==> src/rtl/dmem_arbiter_pkg.sv <==
// Shared types and sizes for the DATA_MEMORY arbiter slice.
//   ADDRESS_SIZE / N : memory address and data widths
//   dmem_state_t     : sequencer states
//   dmem_req_t       : one request payload (write flag, address, write data)
package dmem_pkg;

  localparam int unsigned ADDRESS_SIZE = 10;
  localparam int unsigned N            = 64;

  typedef enum logic [1:0] {IDLE, ISSUE, WAIT, RESP} dmem_state_t;

  typedef struct packed {
    logic                    we;
    logic [ADDRESS_SIZE-1:0] addr;
    logic [N-1:0]            wdata;
  } dmem_req_t;

endpackage

==> src/rtl/dmem_arbiter_if.sv <==
// Bundle of the requester handshake and the DATA_MEMORY bus.
//   slave  : the arbiter (takes requests, drives the memory strobes/addresses)
//   master : the environment (requesters plus the memory returning data_out)
interface dmem_arbiter_if;
  import dmem_pkg::*;

  logic [1:0]                        req_valid;
  logic [1:0]                        req_ready;
  logic [1:0]                        req_we;
  logic [1:0][ADDRESS_SIZE-1:0]      req_addr;
  logic [1:0][N-1:0]                 req_wdata;
  logic [1:0]                        rsp_valid;
  logic [N-1:0]                      rsp_rdata;
  logic                              mem_read;
  logic                              mem_write;
  logic [ADDRESS_SIZE-1:0]           rd_addr;
  logic [ADDRESS_SIZE-1:0]           wr_addr;
  logic [N-1:0]                      data_in;
  logic [N-1:0]                      data_out;

  modport slave (
    input  req_valid, req_we, req_addr, req_wdata, data_out,
    output req_ready, rsp_valid, rsp_rdata, mem_read, mem_write, rd_addr, wr_addr, data_in
  );

  modport master (
    output req_valid, req_we, req_addr, req_wdata, data_out,
    input  req_ready, rsp_valid, rsp_rdata, mem_read, mem_write, rd_addr, wr_addr, data_in
  );

endinterface

==> src/rtl/dmem_arbiter_rr.sv <==
// Two-way round-robin arbiter.
//   clk_i, rst_i : clock, asynchronous active-high reset
//   req_i        : per-requester request
//   accept_i     : a grant was taken this cycle; hand priority to the other side
//   grant_o      : one-hot (or zero) combinational grant
module rr_arbiter2 (
  input  logic       clk_i,
  input  logic       rst_i,
  input  logic [1:0] req_i,
  input  logic       accept_i,
  output logic [1:0] grant_o
);

  logic rr_ptr_q, rr_ptr_d;

  always_comb begin
    grant_o = '0;
    case (req_i)
      2'b01:   grant_o = 2'b01;
      2'b10:   grant_o = 2'b10;
      2'b11:   grant_o = rr_ptr_q ? 2'b10 : 2'b01;
      default: grant_o = '0;
    endcase
  end

  // Kept apart from the grant logic: accept_i is itself derived from grant_o.
  always_comb begin
    rr_ptr_d = rr_ptr_q;
    if (accept_i) rr_ptr_d = ~grant_o[1];
  end

  always_ff @(posedge clk_i or posedge rst_i) begin
    if (rst_i) rr_ptr_q <= 1'b0;
    else       rr_ptr_q <= rr_ptr_d;
  end

endmodule

==> src/rtl/dmem_arbiter.sv <==
// Shares the single-ported DATA_MEMORY between the core (requester 0) and the
// debug/DMA loader (requester 1), one transaction at a time.
//   clk, rst : clock, asynchronous active-high reset
//   bus      : requester handshake (req_*/rsp_*) and memory bus (mem_*, addresses, data)
//   RD_LAT   : cycles from the mem_read cycle until data_out is valid (1..7)
module dmem_arbiter
  import dmem_pkg::*;
#(
  parameter int unsigned RD_LAT = 1
) (
  input logic           clk,
  input logic           rst,
  dmem_arbiter_if.slave bus
);

  localparam logic [2:0] WAIT_LAST = 3'(RD_LAT - 1);

  dmem_state_t             state_q, state_d;
  logic                    owner_q, owner_d;
  logic                    we_q, we_d;
  logic [2:0]              cnt_q, cnt_d;
  logic [ADDRESS_SIZE-1:0] rd_addr_q, rd_addr_d;
  logic [ADDRESS_SIZE-1:0] wr_addr_q, wr_addr_d;
  logic [N-1:0]            data_in_q, data_in_d;
  logic [N-1:0]            rdata_q, rdata_d;

  logic [1:0] grant;
  logic       accept;
  logic       win_id;
  dmem_req_t  win_req;

  rr_arbiter2 u_rr (
    .clk_i    (clk),
    .rst_i    (rst),
    .req_i    (bus.req_valid),
    .accept_i (accept),
    .grant_o  (grant)
  );

  // rst gates the handshake so req_ready is 0 while reset is held.
  assign accept  = (state_q == IDLE) && !rst && (|(bus.req_valid & grant));
  assign win_id  = grant[1];
  assign win_req = '{we:    bus.req_we[win_id],
                     addr:  bus.req_addr[win_id],
                     wdata: bus.req_wdata[win_id]};

  // Captured payload lands directly in the address/data output registers, so
  // they keep their last driven value between transactions.
  always_comb begin
    state_d   = state_q;
    owner_d   = owner_q;
    we_d      = we_q;
    cnt_d     = cnt_q;
    rd_addr_d = rd_addr_q;
    wr_addr_d = wr_addr_q;
    data_in_d = data_in_q;
    rdata_d   = rdata_q;

    bus.req_ready = '0;
    bus.rsp_valid = '0;
    bus.mem_read  = 1'b0;
    bus.mem_write = 1'b0;

    case (state_q)
      IDLE: begin
        if (!rst) bus.req_ready = grant;
        if (accept) begin
          owner_d = win_id;
          we_d    = win_req.we;
          if (win_req.we) begin
            wr_addr_d = win_req.addr;
            data_in_d = win_req.wdata;
          end else begin
            rd_addr_d = win_req.addr;
          end
          state_d = ISSUE;
        end
      end
      ISSUE: begin
        if (we_q) begin
          bus.mem_write = 1'b1;
          rdata_d       = '0;
          state_d       = RESP;
        end else begin
          bus.mem_read = 1'b1;
          cnt_d        = '0;
          state_d      = WAIT;
        end
      end
      WAIT: begin
        if (cnt_q == WAIT_LAST) begin
          rdata_d = bus.data_out;
          cnt_d   = '0;
          state_d = RESP;
        end else begin
          cnt_d = cnt_q + 3'd1;
        end
      end
      RESP: begin
        bus.rsp_valid[owner_q] = 1'b1;
        state_d                = IDLE;
      end
      default: state_d = IDLE;
    endcase
  end

  always_ff @(posedge clk or posedge rst) begin
    if (rst) begin
      state_q   <= IDLE;
      owner_q   <= 1'b0;
      we_q      <= 1'b0;
      cnt_q     <= '0;
      rd_addr_q <= '0;
      wr_addr_q <= '0;
      data_in_q <= '0;
      rdata_q   <= '0;
    end else begin
      state_q   <= state_d;
      owner_q   <= owner_d;
      we_q      <= we_d;
      cnt_q     <= cnt_d;
      rd_addr_q <= rd_addr_d;
      wr_addr_q <= wr_addr_d;
      data_in_q <= data_in_d;
      rdata_q   <= rdata_d;
    end
  end

  assign bus.rd_addr   = rd_addr_q;
  assign bus.wr_addr   = wr_addr_q;
  assign bus.data_in   = data_in_q;
  assign bus.rsp_rdata = rdata_q;

endmodule

==> src/flat_wrapper.sv <==
// flat-port wrapper written by rule: the top's interface ports become plain ports
module dmem_arbiter_flat import dmem_pkg::*;
#(
  parameter int unsigned RD_LAT = 1
)
  (clk, rst, bus_req_valid, bus_req_we, bus_req_addr, bus_req_wdata, bus_data_out, bus_req_ready, bus_rsp_valid, bus_rsp_rdata, bus_mem_read, bus_mem_write, bus_rd_addr, bus_wr_addr, bus_data_in);
  dmem_arbiter_if bus_i ();
  input logic clk;
  input logic rst;
  input wire logic [$bits(bus_i.req_valid)-1:0] bus_req_valid;
  input wire logic [$bits(bus_i.req_we)-1:0] bus_req_we;
  input wire logic [$bits(bus_i.req_addr)-1:0] bus_req_addr;
  input wire logic [$bits(bus_i.req_wdata)-1:0] bus_req_wdata;
  input wire logic [$bits(bus_i.data_out)-1:0] bus_data_out;
  output wire logic [$bits(bus_i.req_ready)-1:0] bus_req_ready;
  output wire logic [$bits(bus_i.rsp_valid)-1:0] bus_rsp_valid;
  output wire logic [$bits(bus_i.rsp_rdata)-1:0] bus_rsp_rdata;
  output wire logic [$bits(bus_i.mem_read)-1:0] bus_mem_read;
  output wire logic [$bits(bus_i.mem_write)-1:0] bus_mem_write;
  output wire logic [$bits(bus_i.rd_addr)-1:0] bus_rd_addr;
  output wire logic [$bits(bus_i.wr_addr)-1:0] bus_wr_addr;
  output wire logic [$bits(bus_i.data_in)-1:0] bus_data_in;
  assign bus_i.req_valid = bus_req_valid;
  assign bus_i.req_we = bus_req_we;
  assign bus_i.req_addr = bus_req_addr;
  assign bus_i.req_wdata = bus_req_wdata;
  assign bus_i.data_out = bus_data_out;
  assign bus_req_ready = bus_i.req_ready;
  assign bus_rsp_valid = bus_i.rsp_valid;
  assign bus_rsp_rdata = bus_i.rsp_rdata;
  assign bus_mem_read = bus_i.mem_read;
  assign bus_mem_write = bus_i.mem_write;
  assign bus_rd_addr = bus_i.rd_addr;
  assign bus_wr_addr = bus_i.wr_addr;
  assign bus_data_in = bus_i.data_in;
  dmem_arbiter #(.RD_LAT(RD_LAT)) u_core (.clk(clk), .rst(rst), .bus(bus_i));
endmodule
==> config.mk <==
export PLATFORM = sky130hd
export DESIGN_NAME = dmem_arbiter_flat
export DESIGN_NICKNAME = d
export VERILOG_FILES = /design/src/rtl/dmem_arbiter_pkg.sv /design/src/rtl/dmem_arbiter_if.sv /design/src/rtl/dmem_arbiter_rr.sv /design/src/rtl/dmem_arbiter.sv /design/src/flat_wrapper.sv
export SDC_FILE = /design/constraint.sdc
export NUM_CORES = 1
export LEC_CHECK = 0
export ABC_AREA = 1
export CAP_MARGIN = 20
export CELL_PAD_IN_SITES_DETAIL_PLACEMENT = 1
export CELL_PAD_IN_SITES_GLOBAL_PLACEMENT = 1
export CORE_ASPECT_RATIO = 0.9
export CORE_MARGIN = 1.5
export CORE_UTILIZATION = 29
export DETAILED_ROUTE_END_ITERATION = 12
export HOLD_SLACK_MARGIN = 0.12
export PLACE_DENSITY_LB_ADDON = 0.1
export SYNTH_ARGS = -nofsm -noshare
export SYNTH_HDL_FRONTEND = slang
export SYNTH_HIERARCHICAL = 1
export SYNTH_SLANG_ARGS = --single-unit
==> constraint.sdc <==
create_clock -name clk -period 9.6 [get_ports clk]
set_clock_uncertainty 0.15 [all_clocks]
set_input_delay 0.96 -clock clk [delete_from_list [all_inputs] [get_ports clk]]
set_output_delay 0.96 -clock clk [all_outputs]
set_load 0.03 [all_outputs]
==> results of run 1 <==
==> state kept, by name, indices dropped and copies added, names as in the netlist <==
name	count
u_core/bus.wr_addr	10
u_core/bus.rsp_rdata	64
u_core/bus.rd_addr	10
u_core/owner_q	1
u_core/we_q	1
u_core/cnt_q	3
u_core/state_q	2
u_core/u_rr/rr_ptr_q	1
u_core/bus.data_in	64
==> final cells by class <==
cell class | count | share of cell area (%)
sequential | 156 | 33.5
timing repair buffer | 378 | 32.5
multi-input combinational | 729 | 25.1
clock buffer | 20 | 3.84
tap | 308 | 3.31
clock inverter | 12 | 0.978
inverter | 19 | 0.655
antenna | 2 | 0.0430
==> worst paths after layout <==
path                                                    start                                    to  slack, ns  cells after the start
hold / removal             u_core/bus.data_in[43]$_DFFE_PP0P_    u_core/bus.data_in[43]$_DFFE_PP0P_       0.32                      2
hold reg to reg            u_core/bus.data_in[43]$_DFFE_PP0P_    u_core/bus.data_in[43]$_DFFE_PP0P_       0.32                      2
setup / recovery                             bus_req_valid[0]                      bus_req_ready[1]       5.16                      8
setup reg to reg             u_core/u_rr/rr_ptr_q$_DFFE_PP0P_     u_core/bus.data_in[5]$_DFFE_PP0P_       6.34                     10
min in group asynchronous                                 rst      u_core/u_rr/rr_ptr_q$_DFFE_PP0P_       0.68                      2
max in group asynchronous                                 rst  u_core/bus.rsp_rdata[26]$_DFFE_PP0P_       6.82                      3
==> where the power goes <==
part           internal (mW)  switching, mW
clock network          0.366          0.282
registers              0.935          0.155
logic                  0.722           1.19
==> Yosys cell counts <==
library cell and count:
dfrtp_1 156, nor2_1 6, clkbuf_1 21, buf_4 12
nand3_1 10, nor2_2 1, nand2_2 1, ha_1 6
buf_1 5, nand2_1 631, o21ai_1 2, o22ai_1 1
a21oi_1 2, inv_1 17, o21ai_0 68, buf_2 15
inv_2 2, xnor2_1 1
==> per-stage QoR <==
step	utilization, %	total power, mW	cells	hold WS [ns]	worst slack [ns]
after floorplan	-	2.16	957	0.319	3.51
after global placement	45.7	2.99	1589	0.303	5.12
after detailed placement	45.7	3.02	1589	0.308	5.08
after CTS	48.0	3.69	1621	0.322	5.08
after global routing	48.1	3.90	1624	0.339	4.94
final	48.1	3.65	1624	0.316	5.16
==> routing by layer <==
layer	vias to the layer above	track usage, %	wire length [um]
li1	3600	-	-
met1	3362	24.0	10700
met2	249	34.2	12400
met3	30	8.00	2380
met4	2	7.06	632
met5	-	0	9
==> critical path: stages <==
cell and delay (ns):
clkdlybuf4s50_1 0.48, inv_1 0.05, nand2_1 0.08, nand2_2 0.08, inv_2 0.46, buf_4 0.51
nor2_1 0.10, clkdlybuf4s50_1 0.60
==> logic make-up after synthesis <==
group | after synthesis | share of synthesized area, %
and+or+nand+nor | 649 | 34.4
DFF | 156 | 54.7
AOI/OAI and AO/OA | 73 | 5.13
buffers and inverters | 72 | 4.68
adders and majority gates | 6 | 1.05
xor gates and xnor gates | 1 | 0.123
==> impl_metrics.ini, run 1 <==
[outcome]
status = completed

[global_routing]
grt_pass1_vias = 7312
grt-ovfl-total = 0
antenna_found_initial = 3
global_route.usage.total_pct = 20.5
grt_pass1_wl_um = 40500
grt_max_degree = 129

[clocking]
cts_resized = 0
root_buffer = clkbuf_16
cts_tree = yes
cts-htree-levels = 4
clk_pin_slew_ns = 0.06
cts_sinks = 156
holdBufCountCts = 0
clock_latency_ns = 0.42
post-cts-setup-buffers = 0
numCtsBuffers = 17
cts_buffer_depth = 2

[routing]
drt-total-wl_um = 26100
vias_per_cell = 4.46
drc = 0
wl_per_cell_um = 16.1
dr.pass1.iters = 4
drtIter0Drc = 304
vias = 7243
ant_nets = 0

[cells_and_area]
final_cell_mix = 628 x nand2_1, 371 x clkdlybuf4s50_1, 156 x dfrtp_1
register_area_um2 = 3900
syn2layout_area_growth_pct = 63.0
final_common_cell = nand2_1
n_fill_cell = 2935
multiInputGateArea_um2 = 2930
drive_gt1_share_pct = 3.58
fin_nets = 1525
final_area_um2 = 11600

[timing]
fin_setup_tns_ns = 0
rsz0062_at_grt = false
clock.fmax_mhz = 225
setup_viol = 0
slew_viol_final = 0
worst_pin_slew_ns = 0.917
finalHoldViolations = 0
fin_crit_ns = 4.44
relSlewSlack_pct = 38.9
fin_crit_sh_pct = 46.3

[logic_synthesis]
ys_seq_elements = 156
synth_warnings = 6
synth_cell_types = 18
netlist.area_leader.share_pct = 54.7
syn_area_per_cell_um2 = 7.46
syn_inst = 957
syn_area_um2 = 7140
synthTopCellsByArea = dfrtp_1 55%, nand2_1 33%, o21ai_0 4.8%
synth_top_cell_by_area = dfrtp_1
seq_area_frac_synth_pct = 54.7
syn-num-nets = 1181

[power]
power.leakage_nw = 5.56
powerDensity_nw_per_um2 = 314
ir_worst_vdd_uv = 163

[critical_path]
critPathKind = in -> out
worstPathArrival_ns = 3.33
endpoint_kind = output port
startpoint_type = input pin
cp_max_fo = 44
required_ns = 8.49

[placed_design]
numPortBuffers = 371
dp_hpwl_um = 19000
place_area_um2 = 11100
place.gp.congestion = 0.805

[floorplan]
io_pins = 372
dieArea_um2 = 25600
core_um2 = 24200
fp-row-count = 54
start_util_pct = 29.5
die_w_um = 168
die_y_um = 152

[flow_run]
cap_viol_max_count = 0

[min_path]
min_path_type = reg -> reg
No activity file was read; power rests on OpenSTA's default activity.
==> run 2, diff against run 1 <==
--- a/config.mk
+++ b/config.mk
@@ -11,7 +11,7 @@
 export CELL_PAD_IN_SITES_GLOBAL_PLACEMENT = 1
 export CORE_ASPECT_RATIO = 0.9
 export CORE_MARGIN = 1.5
-export CORE_UTILIZATION = 29
+export CORE_UTILIZATION = 25
 export DETAILED_ROUTE_END_ITERATION = 12
 export HOLD_SLACK_MARGIN = 0.12
 export PLACE_DENSITY_LB_ADDON = 0.1
==> constraint.sdc (replaced) <==
create_clock -name clk -period 3.9 [get_ports clk]
set_clock_uncertainty 0.15 [all_clocks]
set_input_delay 0.39 -clock clk [delete_from_list [all_inputs] [get_ports clk]]
set_output_delay 0.39 -clock clk [all_outputs]
set_load 0.03 [all_outputs]
==> impl_metrics.ini, run 2 (synthesis gave the netlist of run 1 again) <==
[outcome]
status = completed

[routing]
ant_nets = 0
dr.pass1.iters = 5
vias_per_cell = 4.27
vias = 7163
drc = 0
drt-total-wl_um = 26900
wl_per_cell_um = 16.1
drtIter0Drc = 237

[flow_run]
cap_viol_max_count = 0

[global_routing]
grt-ovfl-total = 0
grt_max_degree = 156
global_route.usage.total_pct = 18.4
grt_pass1_wl_um = 42000
antenna_found_initial = 2
grt_pass1_vias = 7460

[min_path]
hold_depth = 2
hold_start = u_core/bus.data_in[4]$_DFFE_PP0P_
hold_end = u_core/bus.data_in[4]$_DFFE_PP0P_
min_path_type = reg -> reg

[critical_path]
critPathSlowestCell = clkdlybuf4s50_1
r2r-start = u_core/state_q[0]$_DFFE_PP0P_
reg2regPathDepth = 6
startpoint_type = input pin
crit_top_cell = clkdlybuf4s50_1
critPathKind = in -> out
worstPathArrival_ns = 2.42
crit_chain = dlygate4sd3_1 > clkdlybuf4s50_1 > clkinvlp_4 > nand2_1 > nor2_1 > clkdlybuf4s50_1
endpoint_kind = output port
cp_max_fo = 3
crit_start = rst
r2r_slack_ns = 1.24
slowest_delay_ns = 0.68
r2r-end = u_core/bus.rsp_rdata[41]$_DFFE_PP0P_
required_ns = 3.36

[power]
power.leakage_nw = 5.57
clkPwrFrac_pct = 17.9
ir_worst_vdd_uv = 352
p_int_mw = 4.92
powerDensity_nw_per_um2 = 766
p_seq_share_pct = 29.8
p_sw_mw = 4.08
p_sw_share_pct = 45.3
combPwrFrac_pct = 52.3

[clocking]
cts_buffer_depth = 2
post-cts-setup-buffers = 0
cts_tree = yes
clock_latency_ns = 0.43
cts_sinks = 156
holdBufCountCts = 1
root_buffer = clkbuf_16
clk_pin_slew_ns = 0.07
numCtsBuffers = 17
cts_resized = 0
cts-htree-levels = 4

[placed_design]
place.gp.congestion = 0.754
dp_hpwl_um = 19400
place_area_um2 = 11200
dp_cells = 1644
numPortBuffers = 371
place_ws_ns = 1.13

[timing]
finalHoldViolations = 0
clock.fmax_mhz = 337
worst_pin_slew_ns = 1.01
slew_viol_final = 0
fin_setup_tns_ns = 0
rsz0062_at_grt = false
setup_viol = 0
final.setup.worst_slack_ns = 0.937
fin_crit_sh_pct = 76.0
relSlewSlack_pct = 32.9
fin_crit_ns = 2.96

[floorplan]
dieArea_um2 = 29600
fp-row-count = 58
core_um2 = 28000
io_pins = 372
die_y_um = 163
start_util_pct = 25.5
die_w_um = 181

[cells_and_area]
register_area_um2 = 3900
final_cells = 1678
syn2layout_area_growth_pct = 64.4
final_cell_mix = 628 x nand2_1, 371 x clkdlybuf4s50_1, 156 x dfrtp_1
fin_nets = 1528
multiInputGateArea_um2 = 2930
drive_gt1_share_pct = 3.72
final_area_um2 = 11700
final_common_cell = nand2_1
utilization_pct = 41.9
n_fill_cell = 3349
-- run 2: power by group through the flow --
stage	Sequential (mW)	Combinational, mW	Clock, mW
6_report	2.68	4.70	1.61
5_1_grt	2.78	5.11	1.73
4_1_cts	2.69	4.79	1.67
3_5_place_dp	2.70	4.78	0
3_3_place_gp	2.68	4.75	0
2_1_floorplan	3.98	1.33	0
-- run 2: area by class of cell --
class,instances,share of cell area (%)
Clock buffer,20,3.80
Clock inverter,12,0.916
Tap cell,360,3.84
Multi-Input combinational cell,729,24.9
Antenna cell,1,0.0213
Timing Repair Buffer,381,32.6
Sequential cell,156,33.2
Inverter,19,0.639
-- run 2: routing by layer --
| layer | wire (um) | global-route usage, % | share of wire [%] |
|---|---|---|---|
| met5 | 0 | 0 | 0 |
| met3 | 2300 | 6.93 | 8.5 |
| met4 | 458 | 5.38 | 1.7 |
| met2 | 12600 | 30.8 | 47 |
| met1 | 11600 | 22.2 | 43 |
-- run 2: how the worst max path moves through the flow --
stage	end	slack, ns	cells past startpoint
floorplan	bus_req_ready[0]	0.31	3
global placement	bus_req_ready[1]	1.14	7
detailed placement	bus_req_ready[1]	1.13	7
CTS	bus_req_ready[1]	0.92	6
global route	bus_req_ready[0]	0.84	6
finish	bus_req_ready[1]	0.94	6
-- run 2: worst max-delay path: cells and delay by family --
kind | cells | cell delay (ns)
AND/OR/NAND/NOR | 2 | 0.19
buffers and inverters | 4 | 1.85
-- run 2: through the flow --
step	hold slack (ns)	power (mW)
2_1_floorplan	-0.0313	5.31
3_3_place_gp	0.303	7.43
3_5_place_dp	0.307	7.49
4_1_cts	0.325	9.15
5_1_grt	0.343	9.62
6_report	0.320	9.00
